[config.mk]
export PLATFORM = sky130hd
export DESIGN_NAME = gate_driver_reset_multi
export DESIGN_NICKNAME = d
export VERILOG_FILES = /design/src/rtl/gate_driver_reset_multi.sv
export SDC_FILE = /design/constraint.sdc
export NUM_CORES = 1
export LEC_CHECK = 0
export ABC_AREA = 1
export BUFFER_PORTS_ARGS = -buffer_cell sky130_fd_sc_hd__buf_2
export CORE_AREA = 2 2 93 59
export CTS_BUF_LIST = sky130_fd_sc_hd__clkbuf_8
export CTS_CLUSTER_DIAMETER = 60
export DETAILED_ROUTE_END_ITERATION = 16
export DIE_AREA = 0 0 95 61
export PLACE_DENSITY = 0.77
export SLEW_MARGIN = 20
export SYNTH_ARGS = -nofsm -noshare
export SYNTH_HDL_FRONTEND = slang
export SYNTH_SLANG_ARGS = --single-unit
[constraint.sdc]
create_clock -name sys_clk -period 3.1 [get_ports sys_clk]
set_input_delay 0.93 -clock sys_clk [delete_from_list [all_inputs] [get_ports sys_clk]]
set_output_delay 0.93 -clock sys_clk [all_outputs]
set_load 0.005 [all_outputs]
[src/rtl/gate_driver_reset_multi.sv]
// Per-channel gate-driver reset sequencer: pulse, settle, fault check, retries, lockout.
// Optional GATE_DRIVER_FAULT_LATCH_EN adds a sticky per-channel fault_latched output.
module gate_driver_reset_multi #(
  parameter int unsigned clk_freq_hz   = 50_000_000,
  parameter int unsigned channels      = 2,
  parameter int unsigned fast_reset_us = 1,
  parameter int unsigned slow_reset_us = 5,
  parameter int unsigned settle_us     = 2,
  parameter int unsigned max_retries   = 3,
  localparam int unsigned RW = (max_retries > 0) ? $clog2(max_retries + 1) : 1
) (
  input  logic                     sys_clk,
  input  logic                     reset_n,
  input  logic [channels-1:0]      driver_enable,
  output logic [channels-1:0]      driver_enable_out,
  input  logic [channels-1:0]      reset_start,
  input  logic [channels-1:0]      slow_reset,
  input  logic [channels-1:0]      fault_n,
  input  logic                     auto_retry_en,
  input  logic [channels-1:0]      clear_lockout,
  output logic [channels-1:0]      reset_done,
  output logic [channels-1:0]      busy,
  output logic [channels-1:0]      locked_out,
`ifdef GATE_DRIVER_FAULT_LATCH_EN
  output logic [channels-1:0]      fault_latched,
`endif
  output logic [channels*RW-1:0]   retry_count
);

  localparam int unsigned CYC_US  = clk_freq_hz / 1_000_000;
  localparam int unsigned F_CYC   = fast_reset_us * CYC_US;
  localparam int unsigned S_CYC   = slow_reset_us * CYC_US;
  localparam int unsigned W_CYC   = settle_us * CYC_US;
  localparam int unsigned MAX_FS  = (F_CYC > S_CYC) ? F_CYC : S_CYC;
  localparam int unsigned MAX_CYC = (MAX_FS > W_CYC) ? MAX_FS : W_CYC;
  localparam int unsigned CW      = (MAX_CYC > 0) ? $clog2(MAX_CYC + 1) : 1;

  typedef enum logic [1:0] {
    ST_IDLE,
    ST_PULSE,
    ST_SETTLE,
    ST_LOCKOUT
  } state_e;

  for (genvar i = 0; i < channels; i++) begin : g_ch
    state_e          state_q, state_d;
    logic [CW-1:0]   cnt_q, cnt_d;
    logic            done_q, done_d;
    logic [RW-1:0]   rc_q, rc_d;
    logic            check_w;
    logic [CW-1:0]   load_w;

    assign load_w = slow_reset[i] ? CW'(S_CYC) : CW'(F_CYC);

    always_comb begin
      state_d = state_q;
      cnt_d   = cnt_q;
      done_d  = done_q;
      rc_d    = rc_q;
      check_w = 1'b0;
      case (state_q)
        ST_IDLE: begin
          if (reset_start[i]) begin
            state_d = ST_PULSE;
            cnt_d   = load_w;
            done_d  = 1'b0;
            rc_d    = '0;
          end else if (auto_retry_en && !fault_n[i]) begin
            done_d = 1'b0;
            if (rc_q == RW'(max_retries)) begin
              state_d = ST_LOCKOUT;
            end else begin
              state_d = ST_PULSE;
              cnt_d   = CW'(S_CYC);
              rc_d    = rc_q + 1'b1;
            end
          end
        end
        ST_PULSE: begin
          // Exit on the edge where the counter would hit zero so the pulse is exactly F/S cycles
          if (reset_start[i]) begin
            cnt_d = load_w;
          end else if (cnt_q <= CW'(1)) begin
            if (W_CYC == 0) begin
              cnt_d   = '0;
              check_w = 1'b1;
            end else begin
              state_d = ST_SETTLE;
              cnt_d   = CW'(W_CYC);
            end
          end else begin
            cnt_d = cnt_q - 1'b1;
          end
        end
        ST_SETTLE: begin
          if (reset_start[i]) begin
            state_d = ST_PULSE;
            cnt_d   = load_w;
          end else if (cnt_q <= CW'(1)) begin
            cnt_d   = '0;
            check_w = 1'b1;
          end else begin
            cnt_d = cnt_q - 1'b1;
          end
        end
        ST_LOCKOUT: begin
          if (clear_lockout[i]) begin
            state_d = ST_IDLE;
            rc_d    = '0;
            done_d  = 1'b0;
          end
        end
        default: state_d = ST_IDLE;
      endcase

      if (check_w) begin
        if (fault_n[i]) begin
          state_d = ST_IDLE;
          done_d  = 1'b1;
        end else if (auto_retry_en && (rc_q < RW'(max_retries))) begin
          state_d = ST_PULSE;
          cnt_d   = CW'(S_CYC);
          rc_d    = rc_q + 1'b1;
        end else begin
          state_d = ST_LOCKOUT;
        end
      end
    end

    always_ff @(posedge sys_clk or negedge reset_n) begin
      if (!reset_n) begin
        state_q <= ST_IDLE;
        cnt_q   <= '0;
        done_q  <= 1'b0;
        rc_q    <= '0;
      end else begin
        state_q <= state_d;
        cnt_q   <= cnt_d;
        done_q  <= done_d;
        rc_q    <= rc_d;
      end
    end

    assign driver_enable_out[i]    = (state_q == ST_IDLE) && driver_enable[i];
    assign busy[i]                 = (state_q == ST_PULSE) || (state_q == ST_SETTLE);
    assign locked_out[i]           = (state_q == ST_LOCKOUT);
    assign reset_done[i]           = done_q;
    assign retry_count[i*RW +: RW] = rc_q;

`ifdef GATE_DRIVER_FAULT_LATCH_EN
    // A fault present in the same cycle as the clear keeps the latch set
    logic flt_q;
    always_ff @(posedge sys_clk or negedge reset_n) begin
      if (!reset_n) begin
        flt_q <= 1'b0;
      end else if (!fault_n[i]) begin
        flt_q <= 1'b1;
      end else if (clear_lockout[i]) begin
        flt_q <= 1'b0;
      end
    end
    assign fault_latched[i] = flt_q;
`endif
  end

endmodule

Word-level counts from Yosys, hierarchy flattened
Index checks and enable logic that the tools add are counted.
- bits in registers: 26
- latch bits: 0
- RAM bits: 0
- memory bits (read-only): 0
- input bits: 13
- output and inout port bits: 12
- word-level logic and storage cells: 128
- memories kept: 0
- add/sub/neg operators: 4
- multiply operators: 0
- divide/modulo/power cells: 0
- order comparisons: 4
- equality and inequality tests: 18
- shifts and indexed selects: 0
- mux-type cells: 80
- bitwise logic cells: 0
- reductions and logical operators: 14
- operator list (kind ; count):
    2-to-1 mux 8 bit ; 22
    2-to-1 mux 2 bit ; 34
    one-hot mux 8 bit (3 select lines) ; 2
    != test 3 bit (second input constant) ; 6
    <= comparator 8 x 1 -> 1 bit (second input constant) ; 2
    2-to-1 mux 1 bit ; 16
    one-hot mux 2 bit (4 select lines) ; 2
    subtractor 8 x 1 -> 8 bit (second input constant) ; 2
    == test 2 bit (second input constant) ; 6
    AND reduction 5 bit ; 2
    != test 4 bit (second input constant) ; 2
    one-hot mux 2 bit (2 select lines) ; 2
    logical AND 1 bit ; 6
    != test 3 x 2 -> 1 bit (second input constant) ; 2
    adder 2 x 1 -> 2 bit (second input constant) ; 2
    == test 2 x 1 -> 1 bit (second input constant) ; 2
    logical NOT 2 bit ; 2
    less-than comparator 2 bit (second input constant) ; 2
    one-hot mux 1 bit (2 select lines) ; 2
    logical NOT 1 bit ; 2
    logical OR 1 bit ; 2

Longest topological paths before layout
Gate-level depths: netlist (run 1).
- depth in word-level cells: 8
- depth in mapped cells: 13
- gate-level depth less buffers: 13

Worst setup path before layout (run 1)
No wires, ideal clock.
- kind: in2out
- start: in driver_enable[0]
- end: out driver_enable_out[0]
- data arrival time: 1024 ps
- data required time: 2170 ps
- slack: 1146 ps
- stages: 2
- cells stage by stage: nand2_1 -> inv_1
- cells in the longest elaborated chain, start to end: 1
- ends and longest elaborated chain (what ; RTL line ; RTL):
    from (decl) ; 14 ; input logic [channels-1:0] driver_enable,
    logical AND 1 bit ; 144 ; assign driver_enable_out[i] = (state_q == ST_IDLE) && driver_enable[i];
    to (decl) ; 15 ; output logic [channels-1:0] driver_enable_out,
No other way between the ends.

Final worst setup path (run 1)
- start: reg g_ch[1].state_q[1]
- end: out driver_enable_out[1]
- cells in the longest elaborated chain, start to end: 2
- ends and longest elaborated chain (what ; RTL line ; RTL):
    from (decl) ; 46 ; state_e state_q, state_d;
    from (signal assigned) ; 137 ; state_q <= state_d;
    logical NOT 2 bit ; 144 ;
    logical AND 1 bit ; 144 ;
No other way between the ends.

==> results of run 1 <==
-- worst max-delay path: stages (launching register included) --
cell and delay (ps):
dfrtp_1 440, inv_1 100, ha_1 390, nand2_1 80
inv_1 60, buf_2 100
-- registers in the layout, indices dropped and copies added (netlist names) --
register / cells
g_ch.cnt_q: 16
g_ch.done_q: 2
g_ch.rc_q: 4
g_ch.state_q: 4
-- worst paths after layout --
check                                                       to  slack [ps]  cells after the start
worst max-delay path                      driver_enable_out[1]         710                      5
worst min-delay path                  g_ch[1].done_q$_DFF_PN0_         510                      2
worst max register to register      g_ch[0].cnt_q[2]$_DFF_PN0_        1060                     13
worst min register to register        g_ch[1].done_q$_DFF_PN0_         510                      2
max in group asynchronous           g_ch[1].cnt_q[5]$_DFF_PN0_        2060                      1
min in group asynchronous       g_ch[0].state_q[0]$_DFFE_PN0P_         640                      1
-- synth_stat cells (all sizes together) --
cell type  number  area share
nand3b          1      0.0031
o221ai          1      0.0036
o21ai          29       0.067
a31oi           2      0.0052
a2bb2oi         1      0.0036
nand2         119        0.19
buf             6       0.020
nor2           45       0.082
nand3          25       0.054
ha             18       0.094
o211ai          2      0.0062
a211oi          1      0.0031
dfrtp          26        0.27
nor3            1      0.0021
o31ai           1      0.0031
nand4           4       0.010
clkbuf          2      0.0031
a21oi          14       0.029
nor4            2      0.0052
xor2            7       0.025
and2            1      0.0026
or2             1      0.0026
o22ai           2      0.0052
nor3b           1      0.0031
inv            65        0.10
a21boi          1      0.0031
-- metal layers --
layer | up-vias | GRT usage | share of wire
met5 | - | 0 | 0
met4 | 0 | 0.02277 | 0.0045
met3 | 8 | 0.04720 | 0.062
met2 | 79 | 0.3080 | 0.41
met1 | 1079 | 0.3288 | 0.53
li1 | 1224 | - | -
-- through the flow --
step / setup slack (ps) / total power [W]
floorplan: 1146 / 0.001613
global placement: 881.7 / 0.001907
detailed placement: 860.9 / 0.001936
CTS: 738.5 / 0.002171
global route: 609.2 / 0.002430
finish: 714.5 / 0.002190
-- cells in the final DEF, fill, tap and decap left out, drive strengths merged --
master and n:
nand2 119, inv 65, nor2 45, o21ai 29, dfrtp 26, nand3 25
buf 24, ha 18, a21oi 14, xor2 7, nand4 4, clkbuf 4
a31oi 2, nor4 2, o211ai 2, o22ai 2, a2bb2oi 1, a211oi 1
nor3b 1, nand3b 1, o31ai 1, and2 1, nor3 1, o221ai 1
or2 1, a21boi 1
-- power by group --
part | total [W] | leakage, nW | switching, W | internal (W)
registers | 0.000636 | 0.325 | 0.000162 | 0.000474
clock network | 0.000231 | 0.0288 | 0.000117 | 0.000114
logic | 0.00132 | 1.09 | 0.000833 | 0.000490
total | 0.00219 | 1.44 | 0.00111 | 0.00108
-- cells by family after synthesis --
| group | count (synthesis) |
|---|---|
| simple gates | 200 |
| buf+inv | 73 |
| compound gates | 54 |
| flops | 26 |
| fa+ha+maj | 18 |
| xor+xnor | 7 |
-- cell type report --
type	count	area share
well taps	66	0.03167
repair buffers	24	0.04607
flip-flops and latches	26	0.2495
inverters	65	0.09357
multi-input cells	279	0.5581
clock buffers	4	0.02111
==> metrics.txt, run 1 <==
syn_nets 409; # diodes 0; Chip Height 61 um; status finished, final reports clean; vias post-DR 2,390; fill cell count 520; Critical Path Sink Type primary output; root buf cell clkbuf_8; post-route cell area 2608 um2; post-synthesis simple-gate area fraction 0.3569; TritonCTS Sinks 26; worst-margin pin slew 603.8 ps; unrepaired setup endpoints after global routing no; area occupied by multi-input gates 1455 um2; FP Rows 20; Routed WL 5736 um; post-detail-place hpwl 4456 um; Peak Freq 419.2 MHz; DRC violations left 0; initial drt markers 153; Final Critical Period 2386 ps; startpoint types flip-flop; Boundary Pins 25; Hold Crit Class flip-flop to flip-flop; initial antenna violation count 0; maximum clock path buffer count 2; area delta synth->final 8.429%; PD cells 840.0 nW/um2; Finished Layout Cells 464; normalized max-slew margin 0.5975; Core ar. 4930 um2; max cap viols 0; Placed Area 2552 um2; total global routing overflow 0; worst vdd ir 0.2518 mV; register area share after synthesis 0.2706; cell area after synthesis 2405 um2; starting density of the core 0.4878; cts repair resizes 0; Worst R2R Start g_ch[0].cnt_q[0]$_DFF_PN0_; vias in the first global route 2,041; Synth Instances 378; nets 430; GPL Wtd Cong 0.9406; Yosys cell types 35; Clk pin slew, worst setup/hold paths 100 ps; setup TNS 0 ps; largest net degree at the start of global routing 27; Compound-Gate Fraction of Synth Area 0.1290; Setup-failing EPs final 0; CTS tree done; number of synthesized register bits 26; Detail Route Antenna Nets 0; Max FO, Critical Path 10; Leak Pwr 1.439 nW; Fin. Hold Viols 0; H-tree level count 1; hold path startpoint g_ch[1].done_q$_DFF_PN0_; Period Utilization, post-route 0.7695; Total GRT Usage 0.2115; yosys warns 0; clock skew 4.466 ps; wire length per cell 12.36 um; Clk Latency, worst-skew pair 280 ps; CP Class flip-flop to primary output; WP data required 2170 ps; first-pass GRT wire length 9556 um; post-CTS setup buffer count 0; Final Core Density 0.5289; CTS Buf Count 3; vias per cell 5.151; placed cells 460; Register Area 650.6 um2; full die area 5795 um2; Setup crit start g_ch[1].state_q[1]$_DFFE_PN0P_; post-synthesis xor/xnor area fraction 0.02549; multiplexer area fraction after synthesis 0; worst hold slack 505.3 ps; largest family of logic cells by synthesized area simple AND/OR/NAND/NOR gates; hold_buf cts 0; WP data arrival 1460 ps; Synth Area in Adders 0.09365; Die X 95 um; # port buffers 24; layout cell share with drive strength beyond 1 0.1181; router iterations before antenna repair 7; Syn Area/Cell 6.362 um2; Final Max Tran Viols 0
Note: power is estimated with default switching activity, not from simulation.
==> run 2, diff against run 1 <==
Settings changed: ABC_AREA 1 to 0, CORE_AREA 2 2 93 59 to 2 2 91 58, DIE_AREA 0 0 95 61 to 0 0 93 60, PLACE_DENSITY 0.77 to 0.8.
Clock period 3.1 ns to 2 ns, I/O delays scaled along.
==> run 2 against run 1 <==
Compared with the run above: register-to-register slack worse by 990 ps; power up 96%; critical endpoint is now g_ch[1].state_q[1]$_DFFE_PN0P_; synthesized area down 4.6%; largest power group unchanged.
==> metrics.txt, run 2 <==
Top reg by flops g_ch.cnt_q; crit path cell chain inv_1 > ha_1 > buf_4 > or2_2 > nand4_1 > o221ai_1 > o21a_1 > mux2_4; worst hold slack 319.3 ps; Setup-failing EPs final 0; PD cells 1544 nW/um2; # port buffers 24; startpoint types flip-flop; wire length per cell 15.67 um; TritonCTS Sinks 26; Leak Pwr 1.291 nW; CTS Buf Count 3; Max FO, Critical Path 6; area occupied by multi-input gates 1514 um2; DRC violations left 0; yosys warns 0; WP data arrival 2090 ps; vias per cell 6.010; maximum clock path buffer count 2; Total GRT Usage 0.2313; Finished Layout Cells 406; biggest regs g_ch.cnt_q: 16 flops, g_ch.rc_q: 4 flops, g_ch.state_q: 4 flops; area share of the largest cell type after synthesis 0.2835; router iterations before antenna repair 5; max incr delay on CP 390 ps; area delta synth->final 21.32%; Commonest cells post-synth nor2_1 (31), dfrtp_1 (26), inv_1 (25); nets 373; GPL Wtd Cong 0.9956; worst-margin pin slew 579.9 ps; vias in the first global route 2,120; largest net degree at the start of global routing 27; total global routing overflow 0; Fin. Hold Viols 0; vias post-DR 2,440; syn_nets 320; Post-synth EDFFs 0; Peak Freq 518.5 MHz; Final Max Tran Viols 0; status finished, final reports clean; layout cell share with drive strength beyond 1 0.2500; CP Class flip-flop to flip-flop; Routed WL 6360 um; Setup crit start g_ch[1].cnt_q[0]$_DFF_PN0_; most frequent cells in the layout buf_4 (36), nor2_1 (31), dfrtp_1 (26), inv_1 (24), buf_2 (24); fill cell count 430; Period Utilization, post-route 0.9642; normalized max-slew margin 0.6134; Clk Latency, worst-skew pair 270 ps; Chip Height 60 um; ys async rst share 1.000; total power 0.004298 W; Register Area 650.6 um2; number of synthesized register bits 26; full die area 5580 um2; commonest non-fill, non-tap cell in the layout buf_4; unrepaired setup endpoints after global routing no; max reg flops 16; post-detail-place hpwl 4899 um; register area share after synthesis 0.2835; Die X 93 um; cell area after synthesis 2295 um2; Hold Crit Class input pin to async pin; Synth area leaders dfrtp_1 (28%), ha_1 (9.8%), nor2_1 (5.1%), a21oi_1 (4.6%), o21ai_0 (4.6%); clock skew 1.808 ps; Detail Route Antenna Nets 0; placed cells 400; Yosys cell types 53; CTS tree done; setup TNS 0 ps; H-tree level count 1; worst vdd ir 0.6231 mV; Worst R2R Start g_ch[1].cnt_q[0]$_DFF_PN0_; starting density of the core 0.4776; max cap viols 0; Critical Path Sink Type flip-flop; WP data required 2160 ps; Syn Area/Cell 7.940 um2; root buf cell clkbuf_8; Core ar. 4805 um2; hold_buf cts 0; Synth Flop Type dfrtp_1; FP Rows 20; initial drt markers 264; Synth Instances 289; most frequent cell after synthesis nor2_1; first-pass GRT wire length 10,280 um; slowest stage cell, crit path dfrtp_1; Final Critical Period 1928 ps; cell taking the most area after synthesis dfrtp_1; initial antenna violation count 0; Boundary Pins 25; # diodes 0; Clk pin slew, worst setup/hold paths 80 ps
## run 2: cell types whose count changed after synthesis, sizes merged, moves of 8 or more
cell | before | now
nand2 | 119 | 17
inv | 65 | 25
nand3 | 25 | 10
nor2 | 45 | 31
nand2b | 0 | 9
nor3 | 1 | 9
o21ai | 29 | 21
## run 2: final timing paths
kind / to / cells past startpoint / slack (ps)
worst min register to register: g_ch[1].done_q$_DFF_PN0_ / 2 / 490
max in group asynchronous: g_ch[1].rc_q[1]$_DFF_PN0_ / 1 / 1290
worst max register to register: g_ch[1].state_q[1]$_DFFE_PN0P_ / 8 / 70
min in group sys_clk: g_ch[1].done_q$_DFF_PN0_ / 2 / 490
worst max-delay path: g_ch[1].state_q[1]$_DFFE_PN0P_ / 8 / 70
worst min-delay path: g_ch[1].state_q[0]$_DFFE_PN0P_ / 1 / 320
## run 2: logic make-up after synthesis
| group | after synthesis | share of synthesized area |
|---|---|---|
| AO/OA/AOI/OAI | 91 | 0.2650 |
| adder cells (fa/ha/maj) | 18 | 0.09815 |
| multiplexers | 5 | 0.02399 |
| flip-flops | 26 | 0.2835 |
| buffers and inverters | 38 | 0.06979 |
| XOR/XNOR | 4 | 0.01527 |
| AND/OR/NAND/NOR | 107 | 0.2443 |
## run 2: power breakdown
group,internal [W],total [W],switching [W],leakage [nW]
logic,0.00139,0.00311,0.00171,0.943
registers,0.000750,0.000901,0.000151,0.326
clock network,0.000135,0.000290,0.000155,0.0216
total,0.00228,0.00430,0.00202,1.29
## run 2: layer usage
metal,GRT usage,wire length (um),vias to the layer above
li1,-,-,1156
met1,0.3702,3084,1137
met2,0.3364,2685,139
met3,0.03405,550,8
met4,0.02731,40,0
met5,0,0,-
## run 2: cell type report
cell class	instances	share of cell area
Tap cell	66	0.02966
Inverter	25	0.03371
Clock buffer	3	0.01483
Timing Repair Buffer	61	0.1443
Sequential cell	26	0.2337
Multi-Input combinational cell	225	0.5438
## run 2: worst max-delay path, delay by kind of cell (launching register included)
family                     cells  cell delay [ps]
buffers and inverters          2              230
and+or+nand+nor                2              430
adders and majority gates      1              230
AOI/OAI and AO/OA              2              290
muxes                          1              260
DFF                            1              390
## run 2: repair_timing
action                     4_1_cts  5_1_grt
buffers inserted                 0        3
gates resized for setup          0       10
pin swaps                        1        1
hold endpoints to repair         0        0
setup endpoints to repair        1        9
## run 2: metrics by stage
| step | utilization | setup slack, ps | area (um2) |
|---|---|---|---|
| after global placement | 0.5591 | 120.5 | 2686 |
| after global routing | 0.5794 | 4.831 | 2784 |
| final | 0.5794 | 71.52 | 2784 |
| after detailed placement | 0.5591 | -4.459 | 2686 |
| after floorplan | - | 73.18 | 2295 |
| after CTS | 0.5677 | 1.700 | 2728 |
==> run 3, diff against run 2 <==
Settings changed: SETUP_SLACK_MARGIN set to 0.4.
Clock period 2 ns to 1.7 ns, I/O delays scaled along.
==> run 3 against run 2 <==
Compared with the run above: the run now ends with setup timing left; setup slack worse by 480 ps; maximum frequency decreased by 8.6%; critical endpoint is now g_ch[1].cnt_q[3]$_DFF_PN0_; largest power group unchanged; core utilization rose by 27 points; wire length up 110%.
==> metrics.txt, run 3 (same netlist as run 2, synthesis figures left out) <==
status complete, but fails checks; violated checks setup timing; # port buffers 24; DRC violations left 0; buffer and inverter count on the worst path 2; Peak Freq 474.1 MHz; max incr delay on CP 530 ps; Worst Slack Setup Final -409.0 ps; full die area 5580 um2; CP Class flip-flop to flip-flop; initial antenna violation count 0; vias per cell 7.338; Core ar. 4805 um2; unrepaired setup endpoints after global routing yes; slowest stage cell, crit path nor3_1; FP Rows 20; GPL Wtd Cong 0.9374; most frequent cells in the layout buf_4 (76), buf_6 (34), dfrtp_1 (22), nor2_1 (20); wire length per cell 27.93 um; Die X 93 um; initial drt markers 844; PD cells 2072 nW/um2; worst hold slack 222.5 ps; layout cell share with drive strength beyond 1 0.5872; Finished Layout Cells 473; H-tree level count 1; Max FO, Critical Path 6; WP data arrival 2300 ps; starting density of the core 0.4776; startpoint types flip-flop; Boundary Pins 25; vias post-DR 3,471; nets 439; max cap viols 0; Leak Pwr 1.777 nW; Chip Height 60 um; Fin. Hold Viols 0; # diodes 0; Worst path top cell family by delay simple AND/OR/NAND/NOR gates; Final Max Tran Viols 0; biggest regs g_ch.cnt_q: 16 flops, g_ch.rc_q: 4 flops, g_ch.state_q: 4 flops; WP data required 1890 ps; CTS tree done; total global routing overflow 0; TritonCTS Sinks 26; first-pass GRT wire length 15,820 um; vias in the first global route 2,894; Clk pin slew, worst setup/hold paths 110 ps; max reg flops 16; Critical Path Sink Type flip-flop; Clk Latency, worst-skew pair 290 ps; worst-margin pin slew 648.1 ps; Final Critical Period 2109 ps; Detail Route Antenna Nets 0; commonest non-fill, non-tap cell in the layout buf_4; area delta synth->final 77.43%; crit path cell chain buf_4 > nor3_1 > nand4_1 > buf_4 > a21oi_1 > nor3_1 > a31oi_1; Hold Crit Class input pin to async pin; root buf cell clkbuf_8; Top reg by flops g_ch.cnt_q; Period Utilization, post-route 1.241; Routed WL 13,210 um; worst vdd ir 0.9564 mV; post-detail-place hpwl 5491 um; clock skew 21.37 ps; Setup-failing EPs final 29; placed cells 426; Total GRT Usage 0.3756; maximum clock path buffer count 2; normalized max-slew margin 0.5679; CTS Buf Count 3; largest net degree at the start of global routing 27; router iterations before antenna repair 12
## run 3: stage by stage
step	setup TNS [ps]	setup slack (ps)	util	area [um2]	total power [W]
after floorplan	-110.3	-89.67	-	2465	0.003662
after global placement	-556.0	-107.1	0.6271	3013	0.005008
after detailed placement	-872.1	-159.9	0.6271	3013	0.005121
after CTS	-513.4	-78.08	0.7779	3737	0.006879
after global routing	-4984	-496.4	0.8474	4071	0.008573
final	-4678	-409.0	0.8474	4071	0.008435
## run 3: routing by layer
layer | GRT usage | share of wire | up-vias
li1 | - | - | 1293
met1 | 0.4824 | 0.35 | 1531
met2 | 0.6242 | 0.39 | 470
met3 | 0.08701 | 0.16 | 177
met4 | 0.1492 | 0.10 | 0
met5 | 0 | 0 | -
## run 3: final cells by class
type / count / area, um2
Fill cell: 191 / 733.2
Clock inverter: 1 / 30.03
Inverter: 25 / 98.84
Multi-Input combinational cell: 225 / 2090
Tap cell: 66 / 82.58
Timing Repair Buffer: 127 / 1074
Clock buffer: 3 / 41.29
Sequential cell: 26 / 655.6
## run 3: worst paths after layout
check,startpoint,endpoint,slack [ps],depth (start not counted)
max in group asynchronous,reset_n,g_ch[1].cnt_q[0]$_DFF_PN0_,990,1
max,g_ch[1].cnt_q[7]$_DFF_PN0_,g_ch[1].cnt_q[3]$_DFF_PN0_,-410,7
max reg2reg,g_ch[1].cnt_q[7]$_DFF_PN0_,g_ch[1].cnt_q[3]$_DFF_PN0_,-410,7
min,reset_n,g_ch[1].done_q$_DFF_PN0_,220,1
min reg2reg,g_ch[1].cnt_q[1]$_DFF_PN0_,g_ch[1].cnt_q[1]$_DFF_PN0_,620,2
min in group sys_clk,fault_n[1],g_ch[1].done_q$_DFF_PN0_,580,3
## run 3: timing repair
item | CTS | global route
buffers inserted | 30 | 13
resized for setup | 99 | 48
pin swaps | 28 | 20
endpoints found under the setup margin | 38 | 38
hold buffers | 0 | 0
## run 3: power by group
group	total, W	internal (W)	switching (W)	leakage, nW
clock network	0.000544	0.000316	0.000228	0.0357
registers	0.00118	0.000890	0.000287	0.321
logic	0.00671	0.00313	0.00358	1.42
total	0.00843	0.00434	0.00410	1.78
